File: config.mk
export PLATFORM = sky130hd
export DESIGN_NAME = branch_resolve_unit_flat
export DESIGN_NICKNAME = d
export VERILOG_FILES = /design/src/rtl/branch_resolve_unit_if.sv /design/src/rtl/branch_resolve_unit.sv /design/src/flat_wrapper.sv
export SDC_FILE = /design/constraint.sdc
export NUM_CORES = 1
export LEC_CHECK = 0
export CORE_UTILIZATION = 58
export CTS_CLUSTER_SIZE = 10
export DETAILED_ROUTE_END_ITERATION = 10
export DONT_BUFFER_PORTS = 1
export PLACE_DENSITY_LB_ADDON = 0.05
export SYNTH_ARGS = -nofsm -noshare
export SYNTH_HDL_FRONTEND = slang
export SYNTH_SLANG_ARGS = --single-unit
export TNS_END_PERCENT = 20
File: constraint.sdc
create_clock -name clk -period 3.7 [get_ports clk]
set_clock_uncertainty 0.15 [all_clocks]
set_input_delay 1.11 -clock clk [delete_from_list [all_inputs] [get_ports clk]]
set_output_delay 1.11 -clock clk [all_outputs]
set_load 0.01 [all_outputs]
File: src/rtl/branch_resolve_unit_if.sv
// Bus between the EX stage, fetch redirect logic and the branch predictor
// update port of branch_resolve_unit.
interface branch_resolve_unit_if #(
    parameter int XLEN  = 32,
    parameter int CNT_W = 32
);
    logic             in_valid;
    logic             in_ready;
    logic [XLEN-1:0]  in_pc;
    logic [XLEN-1:0]  in_imm;
    logic [XLEN-1:0]  in_op1;
    logic [6:0]       in_opcode;
    logic [2:0]       in_func3;
    logic             zero_flag;
    logic             lt_flag;
    logic             ltu_flag;
    logic             pred_taken;
    logic [XLEN-1:0]  pred_target;

    logic             redirect_valid;
    logic [XLEN-1:0]  redirect_pc;
    logic             flush;

    logic             upd_valid;
    logic             upd_ready;
    logic [XLEN-1:0]  upd_pc;
    logic [XLEN-1:0]  upd_target;
    logic             upd_taken;
    logic             upd_is_jump;

    logic [CNT_W-1:0] branch_cnt;
    logic [CNT_W-1:0] mispredict_cnt;

    modport slave (
        input  in_valid, in_pc, in_imm, in_op1, in_opcode, in_func3,
               zero_flag, lt_flag, ltu_flag, pred_taken, pred_target, upd_ready,
        output in_ready, redirect_valid, redirect_pc, flush,
               upd_valid, upd_pc, upd_target, upd_taken, upd_is_jump,
               branch_cnt, mispredict_cnt
    );

    modport master (
        output in_valid, in_pc, in_imm, in_op1, in_opcode, in_func3,
               zero_flag, lt_flag, ltu_flag, pred_taken, pred_target, upd_ready,
        input  in_ready, redirect_valid, redirect_pc, flush,
               upd_valid, upd_pc, upd_target, upd_taken, upd_is_jump,
               branch_cnt, mispredict_cnt
    );
endinterface

File: src/rtl/branch_resolve_unit.sv
// EX-stage branch/jump resolution: checks fetch predictions, issues a registered
// redirect on mispredict and queues predictor-training records.
module branch_resolve_unit #(
    parameter int XLEN      = 32,
    parameter int UPD_DEPTH = 4,
    parameter int CNT_W     = 32
) (
    input  logic                 clk,
    input  logic                 rst_n,
    branch_resolve_unit_if.slave bus
);
    localparam logic [6:0] OP_JAL   = 7'b1101111;
    localparam logic [6:0] OP_JALR  = 7'b1100111;
    localparam logic [6:0] OP_BTYPE = 7'b1100011;
    localparam int         PTR_W    = $clog2(UPD_DEPTH);

    typedef struct packed {
        logic [XLEN-1:0] pc;
        logic [XLEN-1:0] target;
        logic            taken;
        logic            is_jump;
    } upd_rec_t;

    logic            is_jal, is_jalr, is_btype, is_ctrl;
    logic            cond, actual_taken, mispredict;
    logic            accept, push, pop, full, empty;
    logic [XLEN-1:0] jalr_sum, target, fallthrough;

    logic [PTR_W:0]  wr_ptr, rd_ptr;
    upd_rec_t        fifo_mem [UPD_DEPTH];
    upd_rec_t        head;

    logic             redirect_valid_q;
    logic [XLEN-1:0]  redirect_pc_q;
    logic [CNT_W-1:0] branch_cnt_q, mispredict_cnt_q;

    assign is_jal   = (bus.in_opcode == OP_JAL);
    assign is_jalr  = (bus.in_opcode == OP_JALR);
    assign is_btype = (bus.in_opcode == OP_BTYPE);
    assign is_ctrl  = is_jal | is_jalr | is_btype;

    always_comb begin
        cond = 1'b0;
        case (bus.in_func3)
            3'b000:  cond = bus.zero_flag;
            3'b001:  cond = ~bus.zero_flag;
            3'b100:  cond = bus.lt_flag;
            3'b101:  cond = ~bus.lt_flag;
            3'b110:  cond = bus.ltu_flag;
            3'b111:  cond = ~bus.ltu_flag;
            default: cond = 1'b0;
        endcase
    end

    // JALR clears bit 0 of the computed address; all sums wrap modulo 2^XLEN
    assign jalr_sum     = bus.in_op1 + bus.in_imm;
    assign target       = is_jalr ? (jalr_sum & ~{{(XLEN-1){1'b0}}, 1'b1})
                                  : (bus.in_pc + bus.in_imm);
    assign fallthrough  = bus.in_pc + XLEN'(4);
    assign actual_taken = is_jal | is_jalr | (is_btype & cond);
    assign mispredict   = (actual_taken != bus.pred_taken) |
                          (actual_taken & bus.pred_taken & (bus.pred_target != target));

    assign full   = (wr_ptr[PTR_W] != rd_ptr[PTR_W]) &&
                    (wr_ptr[PTR_W-1:0] == rd_ptr[PTR_W-1:0]);
    assign empty  = (wr_ptr == rd_ptr);
    // An instruction arriving while a redirect is out is on the wrong path
    assign accept = bus.in_valid & ~full & ~redirect_valid_q;
    assign push   = accept & is_ctrl;
    assign pop    = ~empty & bus.upd_ready;

    always_ff @(posedge clk or negedge rst_n) begin
        if (!rst_n) begin
            redirect_valid_q <= 1'b0;
            redirect_pc_q    <= '0;
        end else begin
            redirect_valid_q <= accept & mispredict;
            if (accept & mispredict)
                redirect_pc_q <= actual_taken ? target : fallthrough;
        end
    end

    always_ff @(posedge clk or negedge rst_n) begin
        if (!rst_n) begin
            wr_ptr <= '0;
            rd_ptr <= '0;
        end else begin
            if (push) wr_ptr <= wr_ptr + (PTR_W+1)'(1);
            if (pop)  rd_ptr <= rd_ptr + (PTR_W+1)'(1);
        end
    end

    always_ff @(posedge clk) begin
        if (push)
            fifo_mem[wr_ptr[PTR_W-1:0]] <= '{pc: bus.in_pc, target: target,
                                            taken: actual_taken, is_jump: is_jal | is_jalr};
    end

    always_ff @(posedge clk or negedge rst_n) begin
        if (!rst_n) begin
            branch_cnt_q     <= '0;
            mispredict_cnt_q <= '0;
        end else begin
            if (push && branch_cnt_q != '1)
                branch_cnt_q <= branch_cnt_q + CNT_W'(1);
            if (accept && mispredict && mispredict_cnt_q != '1)
                mispredict_cnt_q <= mispredict_cnt_q + CNT_W'(1);
        end
    end

    // Head fields read as zero while the queue is empty
    assign head = fifo_mem[rd_ptr[PTR_W-1:0]];

    assign bus.in_ready       = ~full;
    assign bus.redirect_valid = redirect_valid_q;
    assign bus.redirect_pc    = redirect_pc_q;
    assign bus.flush          = redirect_valid_q;
    assign bus.upd_valid      = ~empty;
    assign bus.upd_pc         = empty ? '0 : head.pc;
    assign bus.upd_target     = empty ? '0 : head.target;
    assign bus.upd_taken      = empty ? 1'b0 : head.taken;
    assign bus.upd_is_jump    = empty ? 1'b0 : head.is_jump;
    assign bus.branch_cnt     = branch_cnt_q;
    assign bus.mispredict_cnt = mispredict_cnt_q;
endmodule

File: src/flat_wrapper.sv
// flat-port wrapper written by rule: the top's interface ports become plain ports
module branch_resolve_unit_flat 
#(
    parameter int XLEN      = 32,
    parameter int UPD_DEPTH = 4,
    parameter int CNT_W     = 32
)
  (clk, rst_n, bus_in_valid, bus_in_pc, bus_in_imm, bus_in_op1, bus_in_opcode, bus_in_func3, bus_zero_flag, bus_lt_flag, bus_ltu_flag, bus_pred_taken, bus_pred_target, bus_upd_ready, bus_in_ready, bus_redirect_valid, bus_redirect_pc, bus_flush, bus_upd_valid, bus_upd_pc, bus_upd_target, bus_upd_taken, bus_upd_is_jump, bus_branch_cnt, bus_mispredict_cnt);
  branch_resolve_unit_if #(.XLEN(XLEN), .CNT_W(CNT_W)) bus_i ();
  input  logic clk;
  input  logic rst_n;
  input wire logic [$bits(bus_i.in_valid)-1:0] bus_in_valid;
  input wire logic [$bits(bus_i.in_pc)-1:0] bus_in_pc;
  input wire logic [$bits(bus_i.in_imm)-1:0] bus_in_imm;
  input wire logic [$bits(bus_i.in_op1)-1:0] bus_in_op1;
  input wire logic [$bits(bus_i.in_opcode)-1:0] bus_in_opcode;
  input wire logic [$bits(bus_i.in_func3)-1:0] bus_in_func3;
  input wire logic [$bits(bus_i.zero_flag)-1:0] bus_zero_flag;
  input wire logic [$bits(bus_i.lt_flag)-1:0] bus_lt_flag;
  input wire logic [$bits(bus_i.ltu_flag)-1:0] bus_ltu_flag;
  input wire logic [$bits(bus_i.pred_taken)-1:0] bus_pred_taken;
  input wire logic [$bits(bus_i.pred_target)-1:0] bus_pred_target;
  input wire logic [$bits(bus_i.upd_ready)-1:0] bus_upd_ready;
  output wire logic [$bits(bus_i.in_ready)-1:0] bus_in_ready;
  output wire logic [$bits(bus_i.redirect_valid)-1:0] bus_redirect_valid;
  output wire logic [$bits(bus_i.redirect_pc)-1:0] bus_redirect_pc;
  output wire logic [$bits(bus_i.flush)-1:0] bus_flush;
  output wire logic [$bits(bus_i.upd_valid)-1:0] bus_upd_valid;
  output wire logic [$bits(bus_i.upd_pc)-1:0] bus_upd_pc;
  output wire logic [$bits(bus_i.upd_target)-1:0] bus_upd_target;
  output wire logic [$bits(bus_i.upd_taken)-1:0] bus_upd_taken;
  output wire logic [$bits(bus_i.upd_is_jump)-1:0] bus_upd_is_jump;
  output wire logic [$bits(bus_i.branch_cnt)-1:0] bus_branch_cnt;
  output wire logic [$bits(bus_i.mispredict_cnt)-1:0] bus_mispredict_cnt;
  assign bus_i.in_valid = bus_in_valid;
  assign bus_i.in_pc = bus_in_pc;
  assign bus_i.in_imm = bus_in_imm;
  assign bus_i.in_op1 = bus_in_op1;
  assign bus_i.in_opcode = bus_in_opcode;
  assign bus_i.in_func3 = bus_in_func3;
  assign bus_i.zero_flag = bus_zero_flag;
  assign bus_i.lt_flag = bus_lt_flag;
  assign bus_i.ltu_flag = bus_ltu_flag;
  assign bus_i.pred_taken = bus_pred_taken;
  assign bus_i.pred_target = bus_pred_target;
  assign bus_i.upd_ready = bus_upd_ready;
  assign bus_in_ready = bus_i.in_ready;
  assign bus_redirect_valid = bus_i.redirect_valid;
  assign bus_redirect_pc = bus_i.redirect_pc;
  assign bus_flush = bus_i.flush;
  assign bus_upd_valid = bus_i.upd_valid;
  assign bus_upd_pc = bus_i.upd_pc;
  assign bus_upd_target = bus_i.upd_target;
  assign bus_upd_taken = bus_i.upd_taken;
  assign bus_upd_is_jump = bus_i.upd_is_jump;
  assign bus_branch_cnt = bus_i.branch_cnt;
  assign bus_mispredict_cnt = bus_i.mispredict_cnt;
  branch_resolve_unit #(.XLEN(XLEN), .UPD_DEPTH(UPD_DEPTH), .CNT_W(CNT_W)) u_core (.clk(clk), .rst_n(rst_n), .bus(bus_i));
endmodule
==> results of run 1 <==
-- power breakdown --
part	internal, W	switching (W)	total [W]
Combinational	0.00215	0.00250	0.00466
Sequential	0.00476	0.000434	0.00520
Clock	0.00220	0.00155	0.00375
Total	0.00911	0.00449	0.0136
-- kinds of logic (layout without fill, tap and decap cells) --
group,Yosys count,in the layout,synth area share
buf+inv,107,445,0.02273
mux,117,117,0.1000
simple gates,565,565,0.1460
xor+xnor,167,167,0.07322
fa+ha+maj,72,72,0.04497
flops,367,367,0.5158
compound gates,314,314,0.09730
-- worst register-to-register path, cell delays in order, from the launching register on --
cell and delay, ns:
dfrtp_4 0.56, xor2_1 0.24, nor2_1 0.06, nand2_1 0.16
and3b_1 0.32, and3_1 0.26, o41a_1 0.30, nand4_1 0.27
nor3_1 0.40, nand4_1 0.18, xnor2_1 0.15
-- cells in the final DEF, fill, tap and decap left out, types with 11 or more instances in the layout --
cell,count
xor2_1,64
nand2b_1,12
a21oi_2,13
buf_4,321
o21ai_0,69
nor2_1,83
ha_1,55
clkbuf_1,27
a21o_1,26
xnor2_1,99
a21oi_1,88
nand4_1,37
buf_12,13
mux4_2,66
mux2_4,16
nor2b_1,74
nand2_1,129
and3_1,43
nor3_1,21
clkbuf_16,44
inv_1,32
nand3_1,76
and2_1,15
a31oi_1,11
dfrtp_1,101
edfxtp_1,264
ha_4,14
mux2i_1,18
o211ai_1,12
-- registers in the layout, summed over array words and instances (netlist names) --
signal and cells:
u_core.bus.redirect_pc 32, u_core.bus.flush 1, u_core.fifo_mem 264, u_core.bus.branch_cnt 32, u_core.rd_ptr 3, u_core.wr_ptr 3, u_core.bus.mispredict_cnt 32
-- synthesized netlist by cell type, drive strengths merged (3+ instances only) --
master,n,share of area
edfxtp,264,0.39
nand2,135,0.025
dfrtp,103,0.13
a21oi,102,0.025
xnor2,100,0.043
nor2,85,0.016
o21ai,81,0.020
nand3,76,0.019
nor2b,75,0.023
ha,70,0.043
mux4,66,0.073
xor2,65,0.028
clkbuf,44,0.0082
and3,43,0.013
nand4,37,0.011
inv,34,0.0063
mux2,32,0.018
buf,29,0.0083
a21o,26,0.0096
nor3,23,0.0057
and2,22,0.0068
mux2i,19,0.0093
a31oi,15,0.0053
nand2b,12,0.0037
o211ai,12,0.0044
a211oi,11,0.0043
nor4,11,0.0047
nand3b,9,0.0033
o21bai,8,0.0029
a211o,7,0.0030
o21a,7,0.0026
or3,7,0.0021
a311oi,6,0.0026
a41oi,5,0.0021
and4,5,0.0021
nand4b,5,0.0021
a21boi,4,0.0015
o2111ai,4,0.0017
or2,4,0.0012
or4,4,0.0017
a221oi,3,0.0016
a41o,3,0.0015
nor3b,3,0.0011
o41a,3,0.0017
-- timing repair --
action / in CTS / in global routing
hold endpoints to repair: 0 / 0
setup endpoints to repair: 65 / 74
hold buffers: 0 / 0
resized for setup: 11 / 20
pin swaps: 4 / 4
setup buffers: 5 / 4
cloned: 0 / 1
-- worst paths after layout --
| kind | from | endpoint | slack [ns] |
|---|---|---|---|
| min in group clk | u_core.rd_ptr[2]$_DFFE_PN0P_ | u_core.rd_ptr[2]$_DFFE_PN0P_ | 0.34 |
| setup reg to reg | u_core.rd_ptr[0]$_DFFE_PN0P_ | u_core.bus.branch_cnt[19]$_DFFE_PN0P_ | 0.53 |
| hold reg to reg | u_core.rd_ptr[2]$_DFFE_PN0P_ | u_core.rd_ptr[2]$_DFFE_PN0P_ | 0.34 |
| max in group asynchronous | rst_n | u_core.bus.branch_cnt[15]$_DFFE_PN0P_ | 3.11 |
| setup / recovery | bus_in_imm[6] | u_core.bus.redirect_pc[2]$_DFFE_PN0P_ | -0.80 |
| hold / removal | rst_n | u_core.bus.redirect_pc[1]$_DFFE_PN0P_ | 0.09 |
-- layout make-up --
cell class	count	area, µm²
clock inverter	2	17.52
inverter	34	127.6
clock buffer	72	1205
sequential	367	10510
timing repair buffer	337	2718
tap	455	569.3
multi-input combinational	1235	9912
fill	2362	9484
-- metal layers --
metal,part of all wire,up-vias,global-route usage
met5,0.00022,-,0
met2,0.45,646,0.5069
met1,0.41,7458,0.4345
met3,0.10,102,0.1053
met4,0.037,2,0.1281
li1,-,7050,-
-- metrics by stage --
step / cell area [µm²] / hold WS [ns] / worst slack, ns
after floorplan: 20770 / 0.3107 / -0.8961
final: 25060 / 0.09410 / -0.8028
after detailed placement: 23600 / 0.3330 / -1.400
after global placement: 23600 / 0.3272 / -1.399
after CTS: 24920 / 0.08180 / -0.7591
after global routing: 25060 / 0.07536 / -0.9934
==> impl_metrics.toml, run 1 <==
[floorplanning]
die-area_um2 = 35870
core_area_um2 = 34540
pin_count = 312
start_util = 0.5896
core.rowCount = 68
fp.dieH_um = 189.4
fp.dieW_um = 189.4

[worst_setup_path]
path_depth = 15
worstSetupEndpointType = "flip-flop"
r2r_cells = 10
worst-setup-path-type = "primary input to flip-flop"
crit_chain = "ha_4 > a21oi_2 > o21bai_4 > a221oi_2 > nand2_1 > xnor2_2 > mux2i_1 > o2111ai_1 > a311o_1 > or4_4 > nor4_4 > nand2_2 > nand2_4 > buf_12 > mux2_1"
cp.arrival_ns = 4.79
crit_buf_inv = 1
critPathMaxFanout = 7
crit_required_ns = 3.99
max_stage_delay_ns = 0.53
critPathTopFamily = "simple AND/OR/NAND/NOR gates"
critPathLaunchType = "primary input"
crit_slowest_cell = "or4_4"

[timing]
max_slew_margin = 0.5901
setup_viol = 65
report.final.hold_viol_count = 0
min_period_over_period = 1.217
worst_pin_slew_ns = 0.6084
fmax_mhz = 222.1
period_minus_slack_ns = 4.503
layout_setup_ws_ns = -0.8028
tns_ns = -44.38
rsz0062_at_grt = "true"
final_max_slew_viol_count = 0

[status]
status = "complete, but fails checks"
violations = "negative setup slack"

[synth]
netlist_area_um2 = 20370
synth_edf_count = 264
syn_area_per_cell_um2 = 11.92
syn_nets = 1927
ys_types = 85
synth_seq_area_share = 0.5158
ys.flop_type = "edfxtp_1"
ys_ff_latch = 367
synth-async-reset-ratio = 0.2807
synthCells = 1709
ys_warn_count = 0

[drt]
viasPerCell = 6.098
drc = 0
detail_route.wl_per_cell_um = 23.53
ant_nets = 0
dr.pass1.iters = 5
vias = 15260
drt_iter0_drc = 1156
wl_um = 58880

[place]
placedCellCount = 2418
hpwl_um = 43720
gp_congestion = 0.9318
portBuffers = 0

[global_route]
grt_usage = 0.3293
grt_max_degree = 104
antenna_found_initial = 1
grt_pass1_vias = 15490
grt-ovfl-total = 0
grt_pass1_wl_um = 88310

[power_and_ir_drop]
p_leak_nw = 9.883
totalPowerFinal_w = 0.01361
peakVddDrop_uv = 456.1
p_per_area_nw_per_um2 = 543.0

[clock_tree]
clock_latency_ns = 0.55
cts_buffers = 43
h-tree-depth = 2
cts_tree = "built"
clockBufferDepth = 3
clk_pin_slew_worst_paths_ns = 0.06
clock_sinks = 367
root_buffer = "clkbuf_16"

[cells_and_area]
fin_cells = 2502
diodes = 0
fin_util = 0.7254
drive_gt1_frac = 0.2750
fin_nets = 2236
syn2layout_area_growth_pct = 23.03

[hold_path]
hold_path_class = "primary input to async pin"

[job]
drv_cap = 0
(Power assumes the default switching activity.)
==> run 2: changes to the inputs <==
--- a/config.mk
+++ b/config.mk
@@ -9,6 +9,7 @@
 export CTS_CLUSTER_SIZE = 10
 export DETAILED_ROUTE_END_ITERATION = 10
 export DONT_BUFFER_PORTS = 1
+export GPL_ROUTABILITY_DRIVEN = 0
 export PLACE_DENSITY_LB_ADDON = 0.05
 export SYNTH_ARGS = -nofsm -noshare
 export SYNTH_HDL_FRONTEND = slang
==> run 2 against run 1 <==
Net effect:
- the flow still finishes with violations (negative setup slack)
- sequential power increased by 0.8%
- worst setup slack worse by 0.042 ns
- first-iteration DRC count shrank 3.8%
- cell area grew 1.1%
- via count is 0.33% lower
- core utilization rose by 0.80 points
- wire length decreased by 3.2%
- clock-buffer cell count unchanged
- fmax is 0.93% lower
- non-clock buffer count shrank 1
- critical path type unchanged
- critical endpoint is now u_core.bus.redirect_pc[29]$_DFFE_PN0P_
- largest power group unchanged
- highest routed layer is now met4
==> impl_metrics.toml, run 2 (synthesized netlist as in run 1, its figures left out) <==
[status]
status = "complete, but fails checks"
violations = "negative setup slack"

[global_route]
grt_max_degree = 104
grt_usage = 0.3180
antenna_found_initial = 1
grt_pass1_vias = 15090
grt-ovfl-total = 0
grt_pass1_wl_um = 85940

[drt]
drt_iter0_drc = 1112
drc = 0
wl_um = 56990
vias = 15210
ant_nets = 0
detail_route.wl_per_cell_um = 22.76
viasPerCell = 6.073
dr.pass1.iters = 5

[power_and_ir_drop]
p_per_area_nw_per_um2 = 537.6
p_seq_frac = 0.385
p_clk_frac = 0.278
p_sw_frac = 0.3329
p_switching_w = 0.004534
cell_internal_pwr_w = 0.009086
peakVddDrop_uv = 377.9
comb_power_share = 0.337
p_leak_nw = 9.957
totalPowerFinal_w = 0.01362

[cells_and_area]
drive_gt1_frac = 0.2870
final_cell_mix = "317 x buf_4, 264 x edfxtp_1, 129 x nand2_1"
regArea_um2 = 10510
diodes = 0
fillers = 2441
fin_nets = 2235
layout_commonest_cell = "buf_4"
syn2layout_area_growth_pct = 24.38
multi_input_area_um2 = 10130
largest_register_ffs = 264

[worst_setup_path]
crit_start = "bus_in_pc[0]"
max_stage_delay_ns = 0.56
path_depth = 16
cp.arrival_ns = 4.82
crit_end = "u_core.bus.redirect_pc[29]$_DFFE_PN0P_"
r2r_start = "u_core.rd_ptr[0]$_DFFE_PN0P_"
worst-setup-path-type = "primary input to flip-flop"
rrSetupSlack_ns = 0.41
crit_required_ns = 3.98
r2r_cells = 11
crit_chain = "ha_4 > fa_2 > a21oi_2 > nand4b_1 > a211o_1 > a31oi_4 > nor2_4 > or4b_4 > nand3_4 > o311ai_4 > or4_4 > nor4_4 > nand2_2 > nand2_4 > buf_4 > mux2_4"
crit_buf_inv = 1
reg2reg_to = "u_core.bus.branch_cnt[23]$_DFFE_PN0P_"
critPathTopFamily = "simple AND/OR/NAND/NOR gates"
worstSetupEndpointType = "flip-flop"
crit_slowest_cell = "or4b_4"
critPathMaxFanout = 6
critPathLaunchType = "primary input"

[clock_tree]
clock_sinks = 367
clk_pin_slew_worst_paths_ns = 0.05
clock_latency_ns = 0.55
h-tree-depth = 2
root_buffer = "clkbuf_16"
clockBufferDepth = 3
ctsHoldBuffers = 0
cts_buffers = 43
cts_tree = "built"

[place]
hpwl_um = 42010
portBuffers = 0

[floorplanning]
die-area_um2 = 35870
core.rowCount = 68
fp.dieH_um = 189.4
fp.dieW_um = 189.4
core_area_um2 = 34540
start_util = 0.5896
pin_count = 312

[timing]
final_max_slew_viol_count = 0
rsz0062_at_grt = "true"
fmax_mhz = 220.0
setup_viol = 66
max_slew_margin = 0.5623
tns_ns = -48.25
report.final.hold_viol_count = 0
period_minus_slack_ns = 4.545
min_period_over_period = 1.228
worst_pin_slew_ns = 0.6515
layout_setup_ws_ns = -0.8450

[job]
drv_cap = 0

[hold_path]
hold_path_class = "primary input to async pin"
run 2: layer usage:
metal,track usage,vias up,wire length [µm]
met4,0.1148,0,1930
met3,0.08804,102,5557
met2,0.4954,599,26130
met1,0.4277,7456,23370
met5,0,-,0
li1,-,7050,-
run 2: how the worst min path moves through the flow:
stage	from	endpoint	slack, ns	cells after the start
floorplan	u_core.wr_ptr[2]$_DFFE_PN0P_	u_core.wr_ptr[2]$_DFFE_PN0P_	0.31	1
global placement	u_core.wr_ptr[2]$_DFFE_PN0P_	u_core.wr_ptr[2]$_DFFE_PN0P_	0.32	1
detailed placement	u_core.rd_ptr[2]$_DFFE_PN0P_	u_core.rd_ptr[2]$_DFFE_PN0P_	0.34	1
CTS	rst_n	u_core.bus.branch_cnt[23]$_DFFE_PN0P_	0.09	0
global route	rst_n	u_core.bus.redirect_pc[2]$_DFFE_PN0P_	0.09	0
finish	rst_n	u_core.bus.redirect_pc[4]$_DFFE_PN0P_	0.10	0
run 2: power by group through the flow:
stage	clock [W]	combinational (W)	sequential [W]
4_1_cts	0.00383	0.00454	0.00524
3_3_place_gp	0	0.00436	0.00530
3_5_place_dp	0	0.00445	0.00531
2_1_floorplan	0	0.00311	0.00509
5_1_grt	0.00398	0.00492	0.00526
6_report	0.00379	0.00459	0.00524
run 2: timing repair:
action | CTS | global route
buffers inserted | 7 | 4
gates cloned | 3 | 1
pin swaps | 4 | 21
gates resized for setup | 29 | 53
endpoints found under the setup margin | 88 | 93
run 2: layout make-up:
class                           count  share of cell area
Clock buffer                       72             0.04677
Clock inverter                      5            0.002766
Inverter                           34            0.005038
Multi-Input combinational cell   1235              0.3997
Sequential cell                   367              0.4149
Tap cell                          455             0.02247
Timing Repair Buffer              336              0.1084
run 2: worst reg2reg max path, stage by stage, from the launching register on:
cell and delay, ns:
dfrtp_4 0.67, xor2_1 0.27, nor2_1 0.07, nand2_1 0.16, and3b_1 0.32, and3_1 0.27, o41a_1 0.30, nand4_1 0.25
nor4_1 0.24, buf_4 0.19, nand4_1 0.11, xnor2_1 0.15
run 2: stage by stage:
step | worst slack [ns] | std cells | hold WS [ns] | util | instance area (µm²)
final | -0.8450 | 2504 | 0.1047 | 0.7334 | 25330
after CTS | -0.7215 | 2500 | 0.08789 | 0.7252 | 25050
after global routing | -0.9506 | 2504 | 0.08934 | 0.7334 | 25330
after detailed placement | -1.366 | 2413 | 0.3409 | 0.6807 | 23520
after floorplan | -0.8961 | 1709 | 0.3107 | - | 20770
after global placement | -1.318 | 2413 | 0.3243 | 0.6807 | 23520
